File: config.mk
export PLATFORM = sky130hd
export DESIGN_NAME = clock_set_ctrl
export DESIGN_NICKNAME = d
export VERILOG_FILES = /design/src/rtl/clock_pkg.sv /design/src/rtl/bcd_updown.sv /design/src/rtl/clock_set_ctrl.sv
export SDC_FILE = /design/constraint.sdc
export NUM_CORES = 1
export LEC_CHECK = 0
export ABC_AREA = 1
export CAP_MARGIN = 20
export CELL_PAD_IN_SITES_DETAIL_PLACEMENT = 1
export CELL_PAD_IN_SITES_GLOBAL_PLACEMENT = 2
export CORE_UTILIZATION = 26
export CTS_BUF_LIST = sky130_fd_sc_hd__clkbuf_16
export DETAILED_ROUTE_END_ITERATION = 10
export GPL_ROUTABILITY_DRIVEN = 0
export GPL_TIMING_DRIVEN = 1
export PLACE_DENSITY = 0.8
export SETUP_SLACK_MARGIN = 0.4
export SYNTH_ARGS = -nofsm -noshare
export SYNTH_HDL_FRONTEND = slang
export SYNTH_SLANG_ARGS = --single-unit
File: constraint.sdc
create_clock -name i_clk -period 2.7 [get_ports i_clk]
set_clock_uncertainty 0.05 [all_clocks]
set_input_delay 0.54 -clock i_clk [delete_from_list [all_inputs] [get_ports i_clk]]
set_output_delay 0.54 -clock i_clk [all_outputs]
set_load 0.005 [all_outputs]
File: src/rtl/clock_pkg.sv
// -----------------------------------------------------------------------------
// clock_pkg
// Shared definitions for the 12-hour BCD clock time-set logic.
//   field_t : editable field selector (SS, MM, HH, PM)
//   state_t : time-set controller states
//   BCD_*   : field limits used by the BCD up/down steppers
// -----------------------------------------------------------------------------
package clock_pkg;

   typedef enum logic [1:0] {
      FLD_SS = 2'd0,
      FLD_MM = 2'd1,
      FLD_HH = 2'd2,
      FLD_PM = 2'd3
   } field_t;

   typedef enum logic [1:0] {
      ST_IDLE   = 2'd0,
      ST_EDIT   = 2'd1,
      ST_COMMIT = 2'd2
   } state_t;

   localparam logic [7:0] BCD_ZERO   = 8'h00;
   localparam logic [7:0] BCD_MAX_MS = 8'h59;
   localparam logic [7:0] BCD_MIN_HH = 8'h01;
   localparam logic [7:0] BCD_MAX_HH = 8'h12;

endpackage

File: src/rtl/bcd_updown.sv
// -----------------------------------------------------------------------------
// bcd_updown
// Combinational single-step two-digit BCD increment/decrement with wrap
// between min_val and max_val. inc and dec together leave the value alone.
// A value that is not valid BCD or lies outside [min_val, max_val] is forced
// to min_val on inc and to max_val on dec.
// Ports:
//   value   in  8  current BCD value
//   min_val in  8  lowest legal BCD value
//   max_val in  8  highest legal BCD value
//   inc     in  1  step up
//   dec     in  1  step down
//   result  out 8  stepped BCD value
// -----------------------------------------------------------------------------
module bcd_updown (
   input  logic [7:0] value,
   input  logic [7:0] min_val,
   input  logic [7:0] max_val,
   input  logic       inc,
   input  logic       dec,
   output logic [7:0] result
);

   logic in_range;

   // Valid BCD digits keep numeric order, so plain compares work on them.
   assign in_range = (value[7:4] <= 4'd9) && (value[3:0] <= 4'd9) &&
                     (value >= min_val) && (value <= max_val);

   always_comb begin
      result = value;
      if (inc && !dec) begin
         if (!in_range || (value == max_val)) begin
            result = min_val;
         end else if (value[3:0] == 4'd9) begin
            result = {value[7:4] + 4'd1, 4'd0};
         end else begin
            result = {value[7:4], value[3:0] + 4'd1};
         end
      end else if (dec && !inc) begin
         if (!in_range || (value == min_val)) begin
            result = max_val;
         end else if (value[3:0] == 4'd0) begin
            result = {value[7:4] - 4'd1, 4'd9};
         end else begin
            result = {value[7:4], value[3:0] - 4'd1};
         end
      end
   end

endmodule

File: src/rtl/clock_set_ctrl.sv
// -----------------------------------------------------------------------------
// clock_set_ctrl
// Time-set controller for the 12-hour BCD clock. A wr pulse copies the live
// time into shadow registers (EDIT); sel pulses pick a field, val pulses step
// it with wrap and no carry; a second wr pulse issues a one-cycle o_load
// (COMMIT) carrying the shadow time, then returns to IDLE.
// Optional feature (macro CLOCK_SET_TIMEOUT_EN): abandon EDIT without loading
// after TIMEOUT_S seconds with no sel/val activity.
// Ports:
//   i_clk, i_rst_n                   clock, synchronous active-low reset
//   i_wr_pulse                       enter / commit write mode
//   i_sel_inc_pulse, i_sel_dec_pulse move field selector
//   i_val_inc_pulse, i_val_dec_pulse step selected field
//   i_sec_tick                       1 Hz pulse (timeout only)
//   i_pm, i_hh, i_mm, i_ss           live time (BCD)
//   o_edit                           high in EDIT and COMMIT
//   o_field                          selected field (0=SS 1=MM 2=HH 3=PM)
//   o_load                           one-cycle commit strobe
//   o_pm, o_hh, o_mm, o_ss           shadow time
// -----------------------------------------------------------------------------
module clock_set_ctrl
   import clock_pkg::*;
#(
   parameter int TIMEOUT_S = 10
) (
   input  logic       i_clk,
   input  logic       i_rst_n,
   input  logic       i_wr_pulse,
   input  logic       i_sel_inc_pulse,
   input  logic       i_sel_dec_pulse,
   input  logic       i_val_inc_pulse,
   input  logic       i_val_dec_pulse,
   input  logic       i_sec_tick,
   input  logic       i_pm,
   input  logic [7:0] i_hh,
   input  logic [7:0] i_mm,
   input  logic [7:0] i_ss,
   output logic       o_edit,
   output logic [1:0] o_field,
   output logic       o_load,
   output logic       o_pm,
   output logic [7:0] o_hh,
   output logic [7:0] o_ss,
   output logic [7:0] o_mm
);

   state_t     state_reg, state_next;
   field_t     field_reg, field_next;
   logic       pm_reg, pm_next;
   logic [7:0] hh_reg, hh_next;
   logic [7:0] mm_reg, mm_next;
   logic [7:0] ss_reg, ss_next;
   logic [7:0] ms_stepped, hh_stepped;
   logic       timeout;
   logic       sel_any, val_any;

   assign sel_any = i_sel_inc_pulse | i_sel_dec_pulse;
   assign val_any = i_val_inc_pulse | i_val_dec_pulse;

   // SS and MM share limits, so one stepper serves whichever is selected.
   bcd_updown u_step_ms (
      .value   ((field_reg == FLD_MM) ? mm_reg : ss_reg),
      .min_val (BCD_ZERO),
      .max_val (BCD_MAX_MS),
      .inc     (i_val_inc_pulse),
      .dec     (i_val_dec_pulse),
      .result  (ms_stepped)
   );

   bcd_updown u_step_hh (
      .value   (hh_reg),
      .min_val (BCD_MIN_HH),
      .max_val (BCD_MAX_HH),
      .inc     (i_val_inc_pulse),
      .dec     (i_val_dec_pulse),
      .result  (hh_stepped)
   );

`ifdef CLOCK_SET_TIMEOUT_EN
   localparam int CNT_W = $clog2(TIMEOUT_S + 1);
   logic [CNT_W-1:0] idle_cnt_reg;

   // Held at zero outside EDIT, so entering EDIT always starts from zero.
   always_ff @(posedge i_clk) begin
      if (!i_rst_n) begin
         idle_cnt_reg <= '0;
      end else if ((state_reg != ST_EDIT) || sel_any || val_any) begin
         idle_cnt_reg <= '0;
      end else if (i_sec_tick && (idle_cnt_reg != CNT_W'(TIMEOUT_S))) begin
         idle_cnt_reg <= idle_cnt_reg + 1'b1;
      end
   end

   assign timeout = (state_reg == ST_EDIT) && (idle_cnt_reg == CNT_W'(TIMEOUT_S));
`else
   logic        unused_sec_tick;
   logic [31:0] unused_timeout_s;
   assign unused_sec_tick  = i_sec_tick;
   assign unused_timeout_s = TIMEOUT_S;
   assign timeout          = 1'b0;
`endif

   always_ff @(posedge i_clk) begin
      if (!i_rst_n) begin
         state_reg <= ST_IDLE;
         field_reg <= FLD_SS;
         pm_reg    <= 1'b0;
         hh_reg    <= BCD_MAX_HH;
         mm_reg    <= BCD_ZERO;
         ss_reg    <= BCD_ZERO;
      end else begin
         state_reg <= state_next;
         field_reg <= field_next;
         pm_reg    <= pm_next;
         hh_reg    <= hh_next;
         mm_reg    <= mm_next;
         ss_reg    <= ss_next;
      end
   end

   always_comb begin
      state_next = state_reg;
      field_next = field_reg;
      pm_next    = pm_reg;
      hh_next    = hh_reg;
      mm_next    = mm_reg;
      ss_next    = ss_reg;
      case (state_reg)
         ST_IDLE: begin
            if (i_wr_pulse) begin
               state_next = ST_EDIT;
               field_next = FLD_SS;
               pm_next    = i_pm;
               hh_next    = i_hh;
               mm_next    = i_mm;
               ss_next    = i_ss;
            end
         end
         ST_EDIT: begin
            // Only the highest-priority active button group acts.
            if (i_wr_pulse) begin
               state_next = ST_COMMIT;
            end else if (timeout) begin
               state_next = ST_IDLE;
            end else if (sel_any) begin
               if (i_sel_inc_pulse && !i_sel_dec_pulse) begin
                  field_next = field_t'(field_reg + 2'd1);
               end else if (i_sel_dec_pulse && !i_sel_inc_pulse) begin
                  field_next = field_t'(field_reg - 2'd1);
               end
            end else if (val_any) begin
               case (field_reg)
                  FLD_SS:  ss_next = ms_stepped;
                  FLD_MM:  mm_next = ms_stepped;
                  FLD_HH:  hh_next = hh_stepped;
                  default: pm_next = pm_reg ^ (i_val_inc_pulse ^ i_val_dec_pulse);
               endcase
            end
         end
         ST_COMMIT: begin
            state_next = ST_IDLE;
         end
         default: begin
            state_next = ST_IDLE;
         end
      endcase
   end

   assign o_edit  = (state_reg == ST_EDIT) || (state_reg == ST_COMMIT);
   assign o_load  = (state_reg == ST_COMMIT);
   assign o_field = field_reg;
   assign o_pm    = pm_reg;
   assign o_hh    = hh_reg;
   assign o_mm    = mm_reg;
   assign o_ss    = ss_reg;

endmodule
### Word-level counts from Yosys, hierarchy flattened

Index checks and enable logic that the tools add are counted.

* bits in registers: 29
* output and inout bits: 29
* input port bits: 33
* logic and storage cells: 133

* equality and inequality tests: 23
* bitwise logic cells: 4
* add/subtract/negate cells: 10
* mux-type cells: 46
* order comparisons: 8
* reductions and logical operators: 35

Operators with widths (number)
* $mux W8: 28
* $pmux W8 S2: 3
* $reduce_and A6 Y1: 3
* $add A4 B1 Y4 const B: 4
* $ge A8 B1 Y1 const B: 2
* $le A4 B4 Y1 const B: 4
* $ne A2 B2 Y1 const B: 8
* $sub A4 B1 Y4 const B: 4
* $mux W2: 7
* $logic_and A1 B1 Y1: 10
* $reduce_and A9 Y1: 1
* $eq A4 B4 Y1 const B: 2
* $eq A8 B1 Y1 const B: 1
* $eq A8 B5 Y1 const B: 1
* $eq A8 B7 Y1 const B: 1
* $le A8 B5 Y1 const B: 1
* $le A8 B7 Y1 const B: 1
* $logic_not A4 Y1: 2
* $logic_not A8 Y1: 1
* $pmux W2 S2: 2
* $reduce_and A7 Y1: 1
* $logic_not A1 Y1: 6
* $logic_or A1 B1 Y1: 5
* $mux W1: 5
* 17 further kinds: 23

### Longest topological paths before layout

* depth in word-level cells: 16
* depth in mapped cells: 19
* gate-level depth less buffers: 19

### Modules after synthesis

Synthesis repeated with hierarchy kept, for this count alone.

* cell total of the unflattened synthesis: 718
* area total of the unflattened synthesis: 4199.0 um^2

By module, submodules not included
* clock_set_ctrl: area an instance 1894.3 um^2, seq. area each 580.6 um^2, times used 1, cells an instance 298
* bcd_updown (u_step_ms): area an instance 1154.9 um^2, seq. area each 0.0 um^2, times used 1, cells an instance 209
* bcd_updown (u_step_hh): area an instance 1149.9 um^2, seq. area each 0.0 um^2, times used 1, cells an instance 211

### Least setup slack after synthesis

OpenSTA, ideal clock, no wires.

* path type: register -> register
* start: register field_reg[1], in the netlist o_field[1]
* end: register ss_reg[3], in the netlist o_ss[3]
* cell stages (with the launch flop): 20
* required time: 2531 ps
* setup slack: 363 ps
* arrival: 2168 ps
* period minus slack after synthesis: 2337 ps
* library setup time: 119 ps
* buffers on the path: 0
* path through: dfxtp_1 -> inv_1 -> ha_1 -> inv_2 -> or2_2 -> o21ai_2 -> inv_1 -> ha_1 -> inv_1 -> nor2_1 -> nand3_1 -> nand2_1 -> nand2_2 -> nand3_1 -> nand2_2 -> nand2_1 -> nand2_1 -> nand2_1 -> nand2_1 -> a21oi_1

* longest elaborated chain between the ends: 16
* elaborated cells on any way between the ends: 32
* those cells by class: add/sub: 2; order compare: 4; eq/ne: 4; mux: 12; reduce/logical: 10

RTL lines
* start: declaration: line clock_set_ctrl.sv:48 `field_t field_reg, field_next;`
* start signal: assignment: line clock_set_ctrl.sv:113 `field_reg <= field_next;`
* branches (longest 16 deep; another with $ge A8 B1 Y1)
* end signal: assignment: line clock_set_ctrl.sv:117 `ss_reg <= ss_next;`
* end: declaration: line clock_set_ctrl.sv:52 `logic [7:0] ss_reg, ss_next;`

Parallel ways; which one is timed is not known. The select of a mux whose other input is x is not followed.
A chain may end at the register's enable or synchronous reset.

### Final worst setup path

* start: register field_reg[1], in the netlist o_field[1]
* end: register mm_reg[4], in the netlist o_mm[4]

* longest elaborated chain between the ends: 16
* elaborated cells on any way between the ends: 31
* those cells by class: add/sub: 2; order compare: 4; eq/ne: 4; mux: 12; reduce/logical: 9

RTL lines
* $eq A2 B1 Y1 *: line clock_set_ctrl.sv:62, clock_set_ctrl.sv:152
* branches (longest 15 deep; another with $ge A8 B1 Y1)
* end signal: assignment: line clock_set_ctrl.sv:116 `mm_reg <= mm_next;`
* end: declaration: line clock_set_ctrl.sv:51 `logic [7:0] mm_reg, mm_next;`

Mark *: on every way between the ends. The select of a mux whose other input is x is not followed.

==> impl_metrics.tcl <==
set metrics [dict create \
    relSlewSlack_pct 64.1 \
    start_util_pct 27.2 \
    path_clk_slew_ps 60 \
    instances_no_fill 633 \
    drtPass1Iterations 4 \
    status "finished, final reports clean" \
    cts_buffer_depth 2 \
    worstPathArrival_ps 2600 \
    ios 62 \
    yosys_warnings 0 \
    p_total_mw 3.14 \
    vias 3015 \
    worstSetupPathType "reg2reg" \
    final_cell_mix "87 x nand2_1, 60 x clkdlybuf4s50_1, 48 x a21oi_1" \
    multi_input_area_sq_um 1910 \
    drc 0 \
    final_common_cell "nand2_1" \
    post-route-period-util_pct 90.1 \
    rows 35 \
    p_leak_nw 1.74 \
    wl_met2_mm 4.40 \
    cts_tree "yes" \
    synth_nets 458 \
    clk_latency_ps 280 \
    grt_pass1_wl_mm 15.3 \
    placed_cell_area_sq_um 3470 \
    synth_cell_types 32 \
    dr_wl_met3_microns 305 \
    cp-endpoint "o_mm[4]" \
    postCtsHoldBufs 0 \
    cts_sinks 29 \
    crit_path_start "o_field[1]" \
    cpMaxStageDelayCell "dfxtp_2" \
    fmax_mhz 411 \
    root_buffer "clkbuf_16" \
    worstSetupEndpointType "flop" \
    drtAntennaViolNets 0 \
    min_from "state_reg[1]" \
    cap_violations 0 \
    routedWlPerCell_microns 15.0 \
    dr.max_layer_used "met4" \
    setup_slack_ps 267 \
    stdcell_area_sq_um 3930 \
    pre_cts_slack_ps 90.9 \
    first_iter_violations 106 \
    syn_inst 405 \
    seq_area_sq_um 584 \
    ys_seq_area_share_pct 22.9 \
    reg2reg_depth 19 \
    drive_above_1_share_pct 23.2 \
    cts_buffers 5 \
    syn-cell-area_sq_um 2540 \
    r2r_slack_ps 270 \
    tightest_slew_ps 534 \
    critPathMaxStageDelay_ps 320 \
    hold_viol 0 \
    grt_use_total_pct 19.2 \
    viasPerCell 4.76 \
    met1_length_mm 4.62 \
    min_period_ps 2430 \
    whs_ps 450 \
    final_nets 556 \
    r2r-start "o_field[1]" \
    drv_slew 0 \
    cp-start-kind "flop" \
    synthToLayoutAreaGrowth_pct 55.1 \
    grt_max_degree 19 \
    die_h_microns 101 \
    finalCoreUtilization_pct 42.2 \
    grt_pass1_vias 3105 \
    avgSynthCellArea_sq_um 6.26 \
    tns_ps 0 \
    postRouteWirelength_mm 9.49 \
    required_ps 2860 \
    antenna_found_initial 0 \
    ys_seq_elements 29 \
    io_buffers 60 \
    rsz0062_at_grt "true" \
    setup_viol 0 \
    ctsHtreeMaxLevel 2 \
    die_x_microns 101 \
    power.density_nw_per_um2 800 \
    core_sq_um 9330 \
    die_area_sq_um 10200 \
    crit_fanout 5 \
    diodes 0 \
    vdd_drop_max_uv 288 \
    placed_cells 611 \
    crit_chain "inv_2, ha_4, inv_4, or2_4, o21ai_4, inv_2, ha_4, inv_4, nor2_4, nand3_2, nand2_1, nand2_2, nand2_2, nor2_4, buf_4, nand2_1, a21oi_2, nand2_2, a21oi_2" \
    dp_hpwl_mm 7.26 \
    nFillCells 1186 \
    regToRegEndpoint "o_mm[4]" \
    overflow 0 \
    hp-class "reg2reg" \
    worst_path_most_repeated_cell "nand2_2" \
]
[what timing repair did]
item	CTS	global route
buffers inserted	5	9
gates resized for setup	15	39
pin swaps	12	17
endpoints found under the setup margin	16	20
[power breakdown]
part | switching (mW) | total (mW) | internal (mW)
registers | 0.104 | 0.622 | 0.518
logic | 1.03 | 1.86 | 0.829
clock network | 0.227 | 0.664 | 0.437
total | 1.36 | 3.14 | 1.78
[cell type report]
cell class                      instances  share of cell area [%]
Clock buffer                            5                    3.18
Inverter                               52                    5.09
Clock inverter                          3                    1.18
Tap cell                              129                    4.10
Multi-Input combinational cell        315                    48.5
Timing Repair Buffer                  100                    23.1
Sequential cell                        29                    14.9
[critical path, delay by kind of cell (launching register included)]
family	cells	cell delay, ps
AOI/OAI and AO/OA	3	350
adders and majority gates	2	330
buffers and inverters	5	390
DFF	1	320
and+or+nand+nor	9	920
[worst min-delay path by stage]
stage / depth (start not counted) / to
6_report: 2 / state_reg[1]
2_1_floorplan: 2 / state_reg[1]
3_3_place_gp: 2 / state_reg[1]
3_5_place_dp: 2 / state_reg[1]
4_1_cts: 2 / state_reg[1]
5_1_grt: 2 / state_reg[1]
[Yosys cell counts]
cell type | instances | area, sq um
xnor2_1 | 1 | 8.76
nor2_2 | 3 | 18.8
a21oi_2 | 1 | 8.76
nand2_1 | 94 | 353
nand4_1 | 4 | 25.0
o21ai_0 | 44 | 220
buf_2 | 2 | 10.0
a21o_1 | 1 | 7.51
inv_2 | 3 | 11.3
dfxtp_1 | 29 | 581
nor3_1 | 3 | 15.0
nand2_4 | 3 | 33.8
buf_6 | 1 | 11.3
buf_1 | 1 | 3.75
xor2_1 | 6 | 52.6
or2_2 | 2 | 12.5
and3_1 | 1 | 6.26
ha_1 | 20 | 250
o21ai_1 | 6 | 30.0
inv_1 | 49 | 184
nand3_2 | 1 | 10.0
o21ai_2 | 2 | 17.5
o211ai_1 | 3 | 22.5
nand2_2 | 10 | 62.6
o31ai_1 | 1 | 7.51
a21oi_1 | 55 | 275
clkbuf_1 | 5 | 18.8
nor2_1 | 27 | 101
nand3_1 | 21 | 105
nor2_4 | 4 | 45.0
o21a_1 | 1 | 7.51
nor2_8 | 1 | 20.0
[routing by layer]
metal  global-route usage (%)  vias up
met5                        0        -
met3                     2.50       11
met4                     5.02        0
li1                         -     1520
met1                     26.6     1436
met2                     31.5       48
[logic make-up after synthesis]
family	after synthesis	synth area share [%]
AND/OR/NAND/NOR	174	31.9
AO/OA/AOI/OAI	114	23.5
buffers and inverters	61	9.42
flip-flops	29	22.9
adder cells (fa/ha/maj)	20	9.87
XOR/XNOR	7	2.42
Note: power is estimated with default switching activity, not from simulation.
==> edit: new RTL, same settings <==
The package constant `BCD_MAX_MS` goes from 8'h59 to 8'h2C.
--- a/src/rtl/clock_pkg.sv
+++ b/src/rtl/clock_pkg.sv
@@ -23,3 +23,3 @@
    localparam logic [7:0] BCD_ZERO   = 8'h00;
-   localparam logic [7:0] BCD_MAX_MS = 8'h59;
+   localparam logic [7:0] BCD_MAX_MS = 8'h2C;
    localparam logic [7:0] BCD_MIN_HH = 8'h01;
Function: changed (Yosys sat finds a counterexample within 4 cycles, from zero or initial values and one cycle with i_rst_n low).
==> edit against the original RTL <==
Design area decreased by 1.5%. Wire length increased by 1.6%. Area after synthesis increased by 1.0%. Final cell count increased by 0.79%. Setup slack improved by 210 ps. Power decreased by 2.3%. Synthesized cell count increased by 4.7%. Sequential cell count unchanged. Non-clock buffer count decreased by 13. Critical path type unchanged. Largest cell class unchanged.
==> edit: results <==
group,metric,value,unit
outcome,status,"finished clean",
grt,grt_pass1_vias,3177,
final_layout,seq_share,0.151,
synth,synthesis.nets,477,
final_layout,buffers,87,
cts,cts_setup_buffers,3,
final_layout,clk_share,0.0443,
grt,grt_max_degree,21,
final_layout,final_nets,561,
final_layout,buf_share,0.213,
grt,grtUsageTotal,0.189,
drt,vias_per_cell,4.88,
power_and_ir_drop,vdd_drop_max,0.000327,V
grt,grt_pass1_wl,15500,µm
final_layout,layout-drive-gt1-share,0.214,
power_and_ir_drop,powerComb,1.80,mW
final_layout,n_fill_cell,1247,
placed_design,dp_hpwl,7290,µm
synth,seq_area_frac_synth,0.227,
drt,wl_per_cell,15.1,µm
critical_path,endpoint,"o_ss[1]$_SDFFE_PN0P_",
power_and_ir_drop,p_int,1.71,mW
synth,synth.top_cells.by_count,"nand2_1 (115), a21oi_1 (53), inv_1 (46)",
synth,synth_area_leaders,"dfxtp_1 (23%), nand2_1 (17%), a21oi_1 (10%)",
final_layout,num-multi-input-gates,333,
cts,ctsResizeCount,10,
sta,hold_slack,434,ps
placed_design,dpl_cell_area,3390,µm²
## edit: cell count changes after synthesis, sizes merged, moves of 2 or more
cell	unedited run	this run
nand2	107	126
nand3	22	18
nand4	4	13
nor2	35	50
o211ai	3	1
o21ai	52	37
xor2	6	4
## edit: kinds of logic after synthesis
logic type / synth area share
xor+xnor: 0.0171
buf+inv: 0.0972
fa+ha+maj: 0.0977
flops: 0.227
simple gates: 0.359
compound gates: 0.202
## edit: layer usage
layer	track usage	wire length, µm	part of all wire
met4	0.0412	68	0.0071
met2	0.328	4680	0.49
met5	0	0	0
met3	0.0200	248	0.026
met1	0.252	4640	0.48
## edit: per-stage QoR
step / setup WS, ps / cells / total power, mW
3_3_place_gp: 178 / 619 / 2.07
6_report: 477 / 638 / 3.07
4_1_cts: 392 / 630 / 2.83
3_5_place_dp: 78.6 / 619 / 2.10
5_1_grt: 333 / 638 / 3.30
2_1_floorplan: 524 / 424 / 1.52
